===== src/rtl/vcpu_mem_dma.sv =====
// vcpu_mem_dma -- second bus master for the vcpu_mem port.
//
// Runs block FILL, FILL_INC, COPY and CHECK operations on memory while the CPU
// is parked off the port (an external mux hands the port over while busy=1).
// Memory contract: write on rising clk when memWE=1, memQ is combinational
// from memAddress.
//
// Ports
//   clk, reset      rising-edge clock, synchronous active-high reset
//   start           command strobe, only honoured in IDLE
//   mode            0=FILL 1=COPY 2=CHECK 3=FILL_INC
//   srcAddr         COPY source base
//   dstAddr         FILL/COPY destination, CHECK base
//   length          byte count (0 = no memory access)
//   pattern         fill / compare byte, FILL_INC base value
//   busy            operation owns the memory port
//   done            one-cycle completion (or CHECK abort) pulse
//   error, errAddr  sticky CHECK mismatch flag and first mismatching address
//   memWE, memAddress, memData, memQ   memory port
module vcpu_mem_dma #(
  parameter int ADDR_WIDTH = 16,
  parameter int DATA_WIDTH = 8
) (
  input  logic                  clk,
  input  logic                  reset,
  input  logic                  start,
  input  logic [1:0]            mode,
  input  logic [ADDR_WIDTH-1:0] srcAddr,
  input  logic [ADDR_WIDTH-1:0] dstAddr,
  input  logic [ADDR_WIDTH-1:0] length,
  input  logic [DATA_WIDTH-1:0] pattern,
  output logic                  busy,
  output logic                  done,
  output logic                  error,
  output logic [ADDR_WIDTH-1:0] errAddr,
  output logic                  memWE,
  output logic [ADDR_WIDTH-1:0] memAddress,
  output logic [DATA_WIDTH-1:0] memData,
  input  logic [DATA_WIDTH-1:0] memQ
);

  localparam logic [1:0] MODE_FILL    = 2'd0;
  localparam logic [1:0] MODE_COPY    = 2'd1;
  localparam logic [1:0] MODE_CHECK   = 2'd2;
  localparam logic [1:0] MODE_FILLINC = 2'd3;

  // EMPTY is the single busy cycle of a zero-length command; it touches no memory.
  typedef enum logic [2:0] {
    IDLE, FILL, COPY_RD, COPY_WR, CHECK, EMPTY, DONE
  } state_t;

  state_t                state;
  logic [1:0]            modeR;
  logic [ADDR_WIDTH-1:0] srcR;
  logic [ADDR_WIDTH-1:0] dstR;
  logic [ADDR_WIDTH-1:0] lenR;
  logic [DATA_WIDTH-1:0] patR;
  logic [ADDR_WIDTH-1:0] idx;
  logic [DATA_WIDTH-1:0] buf_q;

  logic [ADDR_WIDTH-1:0] idxNext;
  logic                  lastByte;

  assign idxNext  = idx + ADDR_WIDTH'(1);
  assign lastByte = (idx == lenR - ADDR_WIDTH'(1));

  // Outputs are registered: every transition loads the port values for the
  // cycle being entered, so memAddress/memData/memWE always describe the
  // current state.
  always_ff @(posedge clk) begin
    if (reset) begin
      state      <= IDLE;
      busy       <= 1'b0;
      done       <= 1'b0;
      error      <= 1'b0;
      errAddr    <= '0;
      memWE      <= 1'b0;
      memAddress <= '0;
      memData    <= '0;
      idx        <= '0;
    end else begin
      case (state)
        IDLE: begin
          done       <= 1'b0;
          memWE      <= 1'b0;
          memAddress <= '0;
          memData    <= '0;
          if (start) begin
            modeR <= mode;
            srcR  <= srcAddr;
            dstR  <= dstAddr;
            lenR  <= length;
            patR  <= pattern;
            idx   <= '0;
            error <= 1'b0;
            busy  <= 1'b1;
            if (length == '0) begin
              state <= EMPTY;
            end else begin
              case (mode)
                MODE_COPY: begin
                  state      <= COPY_RD;
                  memAddress <= srcAddr;
                end
                MODE_CHECK: begin
                  state      <= CHECK;
                  memAddress <= dstAddr;
                end
                default: begin
                  // FILL and FILL_INC share the state; byte 0 is pattern+0 in both.
                  state      <= FILL;
                  memWE      <= 1'b1;
                  memAddress <= dstAddr;
                  memData    <= pattern;
                end
              endcase
            end
          end
        end

        FILL: begin
          if (lastByte) begin
            state      <= DONE;
            busy       <= 1'b0;
            done       <= 1'b1;
            memWE      <= 1'b0;
            memAddress <= '0;
            memData    <= '0;
          end else begin
            idx        <= idxNext;
            memAddress <= dstR + idxNext;
            memData    <= (modeR == MODE_FILLINC) ? patR + DATA_WIDTH'(idxNext) : patR;
          end
        end

        COPY_RD: begin
          buf_q      <= memQ;
          memData    <= memQ;
          memWE      <= 1'b1;
          memAddress <= dstR + idx;
          state      <= COPY_WR;
        end

        COPY_WR: begin
          memWE <= 1'b0;
          if (lastByte) begin
            state      <= DONE;
            busy       <= 1'b0;
            done       <= 1'b1;
            memAddress <= '0;
            memData    <= '0;
          end else begin
            idx        <= idxNext;
            memAddress <= srcR + idxNext;
            memData    <= buf_q;
            state      <= COPY_RD;
          end
        end

        CHECK: begin
          // First mismatch aborts: later bytes are never read.
          if (memQ != patR || lastByte) begin
            if (memQ != patR) begin
              error   <= 1'b1;
              errAddr <= memAddress;
            end
            state      <= DONE;
            busy       <= 1'b0;
            done       <= 1'b1;
            memAddress <= '0;
          end else begin
            idx        <= idxNext;
            memAddress <= dstR + idxNext;
          end
        end

        EMPTY: begin
          state <= DONE;
          busy  <= 1'b0;
          done  <= 1'b1;
        end

        DONE: begin
          // start is deliberately not looked at here.
          done  <= 1'b0;
          state <= IDLE;
        end

        default: begin
          state <= IDLE;
          busy  <= 1'b0;
          done  <= 1'b0;
          memWE <= 1'b0;
        end
      endcase
    end
  end

endmodule

===== config.mk =====
export PLATFORM = sky130hd
export DESIGN_NAME = vcpu_mem_dma
export DESIGN_NICKNAME = d
export VERILOG_FILES = /design/src/rtl/vcpu_mem_dma.sv
export SDC_FILE = /design/constraint.sdc
export NUM_CORES = 1
export LEC_CHECK = 0
export CAP_MARGIN = 10
export CORE_ASPECT_RATIO = 1.2
export CORE_UTILIZATION = 55
export CTS_CLUSTER_SIZE = 30
export DETAILED_ROUTE_END_ITERATION = 8
export PLACE_DENSITY = 0.87
export SKIP_CTS_REPAIR_TIMING = 1
export SYNTH_ARGS = -nofsm -noshare
export SYNTH_HDL_FRONTEND = slang
export SYNTH_SLANG_ARGS = --single-unit

===== constraint.sdc =====
create_clock -name clk -period 11.57 [get_ports clk]
set_input_delay 2.8925 -clock clk [delete_from_list [all_inputs] [get_ports clk]]
set_output_delay 2.8925 -clock clk [all_outputs]
set_load 0.05 [all_outputs]

== Word level (Yosys, flattened, before mapping) ==
Index checks and enable logic that the tools add are counted.
Word-level totals
  input bits: 69
  register bits after elaboration: 129
  output and inout port bits: 44
Cells by class
  multiplexer cells: 40
  equality and inequality tests: 18
  bitwise logic cells: 4
  reductions and logical operators: 20
  add/sub/neg operators: 6
Operator list (number)
  16-bit 2-to-1 mux: 9
  16-bit one-hot mux with 5 select lines: 1
  16-bit adder: 3
  8-bit 2-to-1 mux: 6
  16-bit one-hot mux with 3 select lines: 1
  8-bit one-hot mux with 4 select lines: 1
  3-bit one-hot mux with 6 select lines: 1
  16-bit by 1-bit adder with 16-bit output (second input constant): 1
  16-bit == test: 1
  16-bit logical NOT: 1
  16-bit by 1-bit subtractor with 16-bit output (second input constant): 1
  3-bit 2-to-1 mux: 5
  2-bit != test (second input constant): 6
  1-bit one-hot mux with 4 select lines: 3
  3-bit AND reduction: 4
  4-bit AND reduction: 3
  1-bit 2-to-1 mux: 11
  3-bit == test (second input constant): 3
  8-bit adder: 1
  8-bit != test: 1
  3-bit by 2-bit == test with 1-bit output (second input constant): 2
  3-bit one-hot mux with 2 select lines: 1
  2-bit OR reduction: 3
  5-bit nonzero test: 1
  other kinds (13): 18

== Longest topological paths before layout ==
Gate-level depths: netlist (run 1).
  depth in word-level cells: 6
  mapped depth: 16
  gate-level depth less buffers: 15

== Least setup slack after synthesis (run 1) ==
Ideal clock, no wire load.
  kind: input to register
  start point: input reset
  end point: register dstR[0] (enable)
  required time: 11010 ps
  stages: 2
  slack: 3585 ps
  arrival time: 7425 ps
  cell sequence: clkbuf_1 -> nor3b_1
Between the ends
  word-level cells in the longest chain between the ends: 2
RTL lines
  start, declared: RTL line 25  | input logic reset,
  1-bit inverter (no line)
  3-bit AND reduction (no line)
  end signal, assigned: RTL line 91  | dstR <= dstAddr;
  end, declared: RTL line 55  | logic [ADDR_WIDTH-1:0] dstR;
Every way passes these cells.
A chain may end at the register's enable or synchronous reset.

== Worst setup path after layout (run 1) ==
  start point: input memQ[7]
  end point: register memAddress[8]
Between the ends
  word-level cells in the longest chain between the ends: 4
RTL lines
  start, declared: RTL line 39  | input logic [DATA_WIDTH-1:0] memQ
  8-bit != test: RTL line 162  | if (memQ != patR || lastByte) begin
  1-bit logical OR: RTL line 162
  16-bit 2-to-1 mux: RTL line 162
  16-bit one-hot mux with 5 select lines: RTL line 82  | case (state)
  end signal, assigned: RTL line 103  | memAddress <= srcAddr;
  end signal, assigned: RTL line 154  | memAddress <= srcR + idxNext;
  end signal, assigned: RTL line 173  | memAddress <= dstR + idxNext;
  end, declared: RTL line 37  | output logic [ADDR_WIDTH-1:0] memAddress,
Every way passes these cells.

==> reports/qor.yml, run 1 <==
path_buf_inv: 1
hold_path_depth: 2
final.period_utilization_pct: 49.4
end_kind: "register"
top_layer: "met4"
met3_wirelength_mm: 1.89
core-area_um2: 15200
path_max_fanout: 17
status: "finished, final reports clean"
synth_warnings: 0
htreeDepth: 4
grt_max_degree: 68
utilization_pct: 69.2
ys_ff_latch: 129
m1WireLength_mm: 9.67
worstSetupPathType: "in2reg"
seq_power_share_pct: 32.3
cp.depth: 8
combPwrFrac_pct: 40.5
critical_path.cell_chain: "clkdlybuf4s50_1 > xor2_1 > nor4_1 > a41oi_1 > nor2_1 > a21boi_2 > or3b_1 > a311oi_1"
power_mw: 2.04
critPathMaxStageDelay_ns: 0.77
skew_ns: 0.00982
die-area_um2: 16300
avgSynthCellArea_um2: 9.49
finalSetupViolations: 0
pin_count: 113
wl_mm: 24.3
cellPowerDensity_nw_per_um2: 194
first_global_vias: 7465
drt-initial-drc-count: 986
grt_pass1_wl_mm: 38.6
syn-instance-count: 915
firstDrtPassIters: 7
setup.worst_path.start_class: "input port"
p_switching_mw: 0.812
cts_buffers: 17
port_buffers: 112
grt_setup_unrepaired: "no"
hold_viol: 0
drtAntennaViolNets: 0
timing.slew.headroom_pct: 24.5
internal-power_mw: 1.23
grt_usage_pct: 31.2
post-route-min-period_ns: 5.72
cp.required_ns: 11.92
crit_slowest_cell: "a21boi_2"
clockBufferDepth: 2
swShare_pct: 39.8
overflow: 0
seq_area_frac_synth_pct: 37.3
leakage_nw: 4.25
cts_tree: "built"
start_util_pct: 57.1
dieWidth_um: 117
clkPwrFrac_pct: 27.2
antennaDiodeCount: 0
wl_per_cell_um: 19.8
syn-num-nets: 1044
final_nets: 1139
dp_hpwl_mm: 17.6
std_cell_rows: 49
synth_cell_types: 81
drive_gt1_share_pct: 7.92
grt_antenna_before_repair: 0
drv_cap: 0
arrival_ns: 6.06
die_h_um: 140
ys_dominant_reg_cell: "edfxtp_1"
tns_ns: 0
synth-edff-count: 66
clockRootBuffer: "clkbuf_16"
clk_pin_slew_ns: 0.06
synth-async-reset-ratio_pct: 0
clkLatencyLatePin_ns: 0.44
slew_violations: 0
gp_congestion: 0.965
dr_total_vias: 7877
irDropWorstVdd_mv: 0.143
fillers: 1207
drc_errors: 0
worstMarginPinSlew_ns: 1.13
cts.sink_count: 129
synth_area_um2: 8690
cpLargestDelayFamily: "compound AO/OA/AOI/OAI gates"
routed_via_density: 6.42
reg2reg_depth: 13
dr_wl_met2_mm: 11.9
max_freq_mhz: 175
area_growth_pct: 21.2
timing.hold.worst.class: "reg2reg"
## state kept, by name, summed over array words and instances (netlist names)
name        cells
buf_q           8
busy            1
done            1
dstR           16
errAddr        16
error           1
idx            16
lenR           16
memAddress     16
memData         8
memWE           1
modeR           2
patR            8
srcR           16
state           3
## per-layer routing
metal,global-route usage [%],vias to the layer above
li1,-,3674
met1,39.0,3755
met2,51.8,386
met3,6.18,62
met4,13.2,0
met5,0,-
## cell usage in the layout, fill, tap and decap left out, types with 7 or more instances in the layout
| cell type | netlist | layout |
|---|---|---|
| inv_1 | 27 | 27 |
| a222oi_1 | 8 | 8 |
| nand3_1 | 25 | 25 |
| nand4_1 | 9 | 9 |
| nand2b_1 | 24 | 24 |
| mux2i_1 | 24 | 24 |
| xor2_1 | 34 | 34 |
| nor2_1 | 77 | 77 |
| clkdlybuf4s50_1 | 0 | 111 |
| or3_1 | 9 | 9 |
| dfxtp_1 | 63 | 63 |
| edfxtp_1 | 66 | 66 |
| clkbuf_16 | 0 | 17 |
| xnor2_1 | 37 | 37 |
| o21ai_0 | 34 | 34 |
| o31ai_1 | 9 | 9 |
| a311oi_1 | 9 | 9 |
| nor3_1 | 20 | 20 |
| a211oi_1 | 27 | 27 |
| a21o_1 | 19 | 19 |
| ha_1 | 56 | 56 |
| mux2_2 | 17 | 17 |
| nand2_1 | 69 | 69 |
| buf_4 | 1 | 7 |
| and3_1 | 13 | 13 |
| a221oi_1 | 11 | 11 |
| a31oi_1 | 21 | 21 |
| nor4_1 | 7 | 7 |
| o21a_1 | 14 | 14 |
| a21oi_1 | 43 | 43 |
## synth_stat cells (27+ instances only)
| library cell | count | area [µm²] |
|---|---|---|
| ha_1 | 56 | 701 |
| o21ai_0 | 34 | 170 |
| nand2_1 | 69 | 259 |
| xor2_1 | 34 | 298 |
| clkbuf_1 | 30 | 113 |
| a21oi_1 | 43 | 215 |
| a211oi_1 | 27 | 203 |
| edfxtp_1 | 66 | 1980 |
| inv_1 | 27 | 101 |
| dfxtp_1 | 63 | 1260 |
| xnor2_1 | 37 | 324 |
| nor2_1 | 77 | 289 |
## per-stage QoR
step	std cells	hold slack [ns]	worst slack, ns	area, µm²
floorplan	915	0.477	3.59	8690
global placement	1195	0.472	5.61	9920
detailed placement	1195	0.459	5.57	9920
CTS	1227	0.477	5.97	10500
global route	1227	0.492	5.76	10500
finish	1227	0.483	5.85	10500
## area by class of cell
class                   instances  area, µm²  area share [%]
inverters                      27        101           0.963
multi-input cells             716       5150            48.9
clock buffers                  21        470            4.47
repair buffers                119       1170            11.1
flip-flops and latches        129       3240            30.8
well taps                     204        255            2.43
clock inverters                11        135            1.28
## power groups by stage
stage	Combinational (mW)	Sequential (mW)	Clock (mW)
after floorplan	0.440	0.784	0
after global placement	0.797	0.660	0
after detailed placement	0.810	0.663	0
after CTS	0.817	0.655	0.555
after global routing	0.884	0.666	0.575
final	0.826	0.658	0.556
## logic make-up (layout without fill, tap and decap cells)
kind of cell / Yosys count / in the layout / synth area share, %
AOI/OAI and AO/OA: 250 / 250 / 20.8
DFF: 129 / 129 / 37.3
xor gates and xnor gates: 72 / 72 / 7.42
muxes: 41 / 41 / 4.97
adders and majority gates: 60 / 60 / 8.99
buffers and inverters: 70 / 178 / 3.41
and+or+nand+nor: 293 / 293 / 17.1
## path summary, 6_finish.rpt
check                              from        endpoint  slack [ns]
worst min-delay path               busy            busy        0.48
worst max register to register   idx[2]  memAddress[13]        7.20
worst min register to register     busy            busy        0.48
worst max-delay path            memQ[7]   memAddress[8]        5.85
## worst register-to-register path: cells and delay by family, from the launching register on
family | cells | cell delay [ns]
AOI/OAI and AO/OA | 6 | 1.36
xor gates and xnor gates | 1 | 0.37
adders and majority gates | 1 | 0.37
DFF | 1 | 0.60
and+or+nand+nor | 5 | 1.55
Power figures use the tool's default switching activity.
==> run 2: changes to the inputs <==
--- a/config.mk
+++ b/config.mk
@@ -7,10 +7,10 @@
 export LEC_CHECK = 0
 export CAP_MARGIN = 10
 export CORE_ASPECT_RATIO = 1.2
-export CORE_UTILIZATION = 55
+export CORE_UTILIZATION = 51
 export CTS_CLUSTER_SIZE = 30
 export DETAILED_ROUTE_END_ITERATION = 8
-export PLACE_DENSITY = 0.87
+export PLACE_DENSITY = 0.85
 export SKIP_CTS_REPAIR_TIMING = 1
 export SYNTH_ARGS = -nofsm -noshare
 export SYNTH_HDL_FRONTEND = slang
==> constraint.sdc (replaced) <==
create_clock -name clk -period 5.08 [get_ports clk]
set_input_delay 1.27 -clock clk [delete_from_list [all_inputs] [get_ports clk]]
set_output_delay 1.27 -clock clk [all_outputs]
set_load 0.05 [all_outputs]
==> run 2 against run 1 <==
Die area up 7.7%. Critical path depth grew 7. Sequential share of layout area down 0.11 points. Worst hold slack worse by 0.011 ns. First-iteration DRC count shrank 17%. Non-clock buffer count increased by 2. Highest routed layer unchanged.
==> reports/qor.yml, run 2 (synthesis results as in run 1) <==
clkLatencyLatePin_ns: 0.44  # about the same
grt_max_degree: 60  # was 68
wl_mm: 23.9  # was 24.3 mm
slew_violations: 0  # unchanged
post-route-min-period_ns: 3.81
drive_gt1_share_pct: 7.90  # was 7.92%
firstDrtPassIters: 5  # was 7
clk_pin_slew_ns: 0.06  # about the same
critPathMaxStageDelay_ns: 0.45  # was 0.77 ns
cp.required_ns: 5.38  # was 11.92 ns
worstMarginPinSlew_ns: 1.19  # was 1.13 ns
start_util_pct: 52.8  # was 57.1%
port_buffers: 112  # unchanged
drv_cap: 0  # unchanged
clockBufferDepth: 2  # unchanged
timing.slew.headroom_pct: 20.4  # was 24.5%
cp.depth: 15  # was 8
first_global_vias: 7601  # was 7465
clkPwrFrac_pct: 27.6  # was 27.2%
clockRootBuffer: "clkbuf_16"  # unchanged
skew_ns: 0.00898  # was 0.00982 ns
cts_tree: "built"  # unchanged
hold_viol: 0  # unchanged
final.period_utilization_pct: 75.1
finalSetupViolations: 0  # unchanged
dr_total_vias: 7830  # was 7877
cts_buffers: 17  # unchanged
gp_congestion: 1.00  # was 0.965
drt-initial-drc-count: 817  # was 986
dieWidth_um: 121  # was 117 µm
grt_antenna_before_repair: 0  # unchanged
core-area_um2: 16500  # was 15200 µm²
wl_per_cell_um: 19.3  # was 19.8 µm
dp_slack_ns: 1.04  # was 5.57 ns
die-area_um2: 17600  # was 16300 µm²
crit_slowest_cell: "dfxtp_1"  # was a21boi_2
path_buf_inv: 0  # was 1
swShare_pct: 39.8  # about the same
status: "finished, final reports clean"  # unchanged
grt_pass1_wl_mm: 38.1  # was 38.6 mm
end_kind: "register"  # unchanged
cpLargestDelayFamily: "simple AND/OR/NAND/NOR gates"  # was compound AO/OA/AOI/OAI gates
std_cell_rows: 51  # was 49
dp_hpwl_mm: 17.6  # about the same
cts.sink_count: 129  # unchanged
tns_ns: 0  # unchanged
drtAntennaViolNets: 0  # unchanged
irDropWorstVdd_mv: 0.352  # was 0.143 mV
pin_count: 113  # unchanged
arrival_ns: 4.12  # was 6.06 ns
p_switching_mw: 1.87  # was 0.812 mW
setup_ws_ns: 1.27  # was 5.85 ns
internal-power_mw: 2.83  # was 1.23 mW
timing.hold.worst.class: "reg2reg"  # unchanged
mostFrequentLayoutCells: "111 x clkdlybuf4s50_1, 77 x nor2_1, 69 x nand2_1"  # unchanged
grt_setup_unrepaired: "no"  # unchanged
path_max_fanout: 7  # was 17
area_growth_pct: 21.6  # was 21.2%
holdWs_ns: 0.472  # was 0.483 ns
overflow: 0  # unchanged
setup.worst_path.start_class: "register"  # was input port
leakage_nw: 4.26  # was 4.25 nW
final_nets: 1141  # was 1139
combPwrFrac_pct: 40.0  # was 40.5%
cellPowerDensity_nw_per_um2: 445  # was 194 nW/µm²
reg2reg_depth: 15  # was 13
hold_path_depth: 2  # unchanged
worstSetupPathType: "reg2reg"  # was in2reg
seq_power_share_pct: 32.4  # was 32.3%
critical_path.cell_chain: "ha_1 > nand3_1 > nor2_1 > and3_1 > and3_1 > nand3_1 > xnor2_1 > ha_1 > a21o_1 > a21oi_1 > nand2_1 > o221ai_1 > xnor2_1 > a221oi_1 > o211ai_1"  # was clkdlybuf4s50_1 > xor2_1 > nor4_1 > a41oi_1 > nor2_1 > a21boi_2 > or3b_1 > a311oi_1
max_freq_mhz: 262
drc_errors: 0  # unchanged
final_common_cell: "clkdlybuf4s50_1"  # unchanged
routed_via_density: 6.33  # was 6.42
antennaDiodeCount: 0  # unchanged
htreeDepth: 4  # unchanged
grt_usage_pct: 27.8  # was 31.2%
die_h_um: 145  # was 140 µm
run 2: layout make-up:
type | count | area [µm²]
Sequential cell | 129 | 3240
Clock inverter | 11 | 161
Multi-Input combinational cell | 716 | 5160
Inverter | 27 | 101
Tap cell | 212 | 265
Clock buffer | 21 | 450
Fill cell | 1388 | 5900
Timing Repair Buffer | 121 | 1180
run 2: final timing paths:
kind / startpoint / to / slack, ns
setup reg to reg: idx[0] / memAddress[15] / 1.27
hold / removal: busy / busy / 0.47
setup / recovery: idx[0] / memAddress[15] / 1.27
hold reg to reg: busy / busy / 0.47
run 2: per-stage QoR:
step | instances | instance area [µm²] | util [%] | power [mW]
3_3_place_gp | 1205 | 9950 | 60.4 | 3.35
4_1_cts | 1237 | 10600 | 64.2 | 4.67
6_report | 1237 | 10600 | 64.2 | 4.70
5_1_grt | 1237 | 10600 | 64.2 | 4.90
2_1_floorplan | 915 | 8690 | - | 2.78
3_5_place_dp | 1205 | 9950 | 60.4 | 3.37
run 2: tightest hold or removal path, delay by kind of cell (launching register included):
| kind | cells | cell delay, ns |
|---|---|---|
| DFF | 1 | 0.31 |
| buffers and inverters | 1 | 0.05 |
| AOI/OAI and AO/OA | 1 | 0.07 |
run 2: power by group through the flow:
stage	Clock, mW	Combinational (mW)	Sequential [mW]
after floorplan	0	1.00	1.78
after global placement	0	1.82	1.53
after detailed placement	0	1.84	1.53
after CTS	1.30	1.85	1.52
after global routing	1.34	2.01	1.54
final	1.30	1.88	1.52
run 2: per-layer routing:
layer  vias to the layer above  GRT usage (%)  part of all wire (%)
met5                         -              0                     0
met4                         0           13.6                   4.0
met3                        81           5.86                   8.3
met2                       406           45.7                    48
met1                      3677           34.1                    40
li1                       3666              -                     -
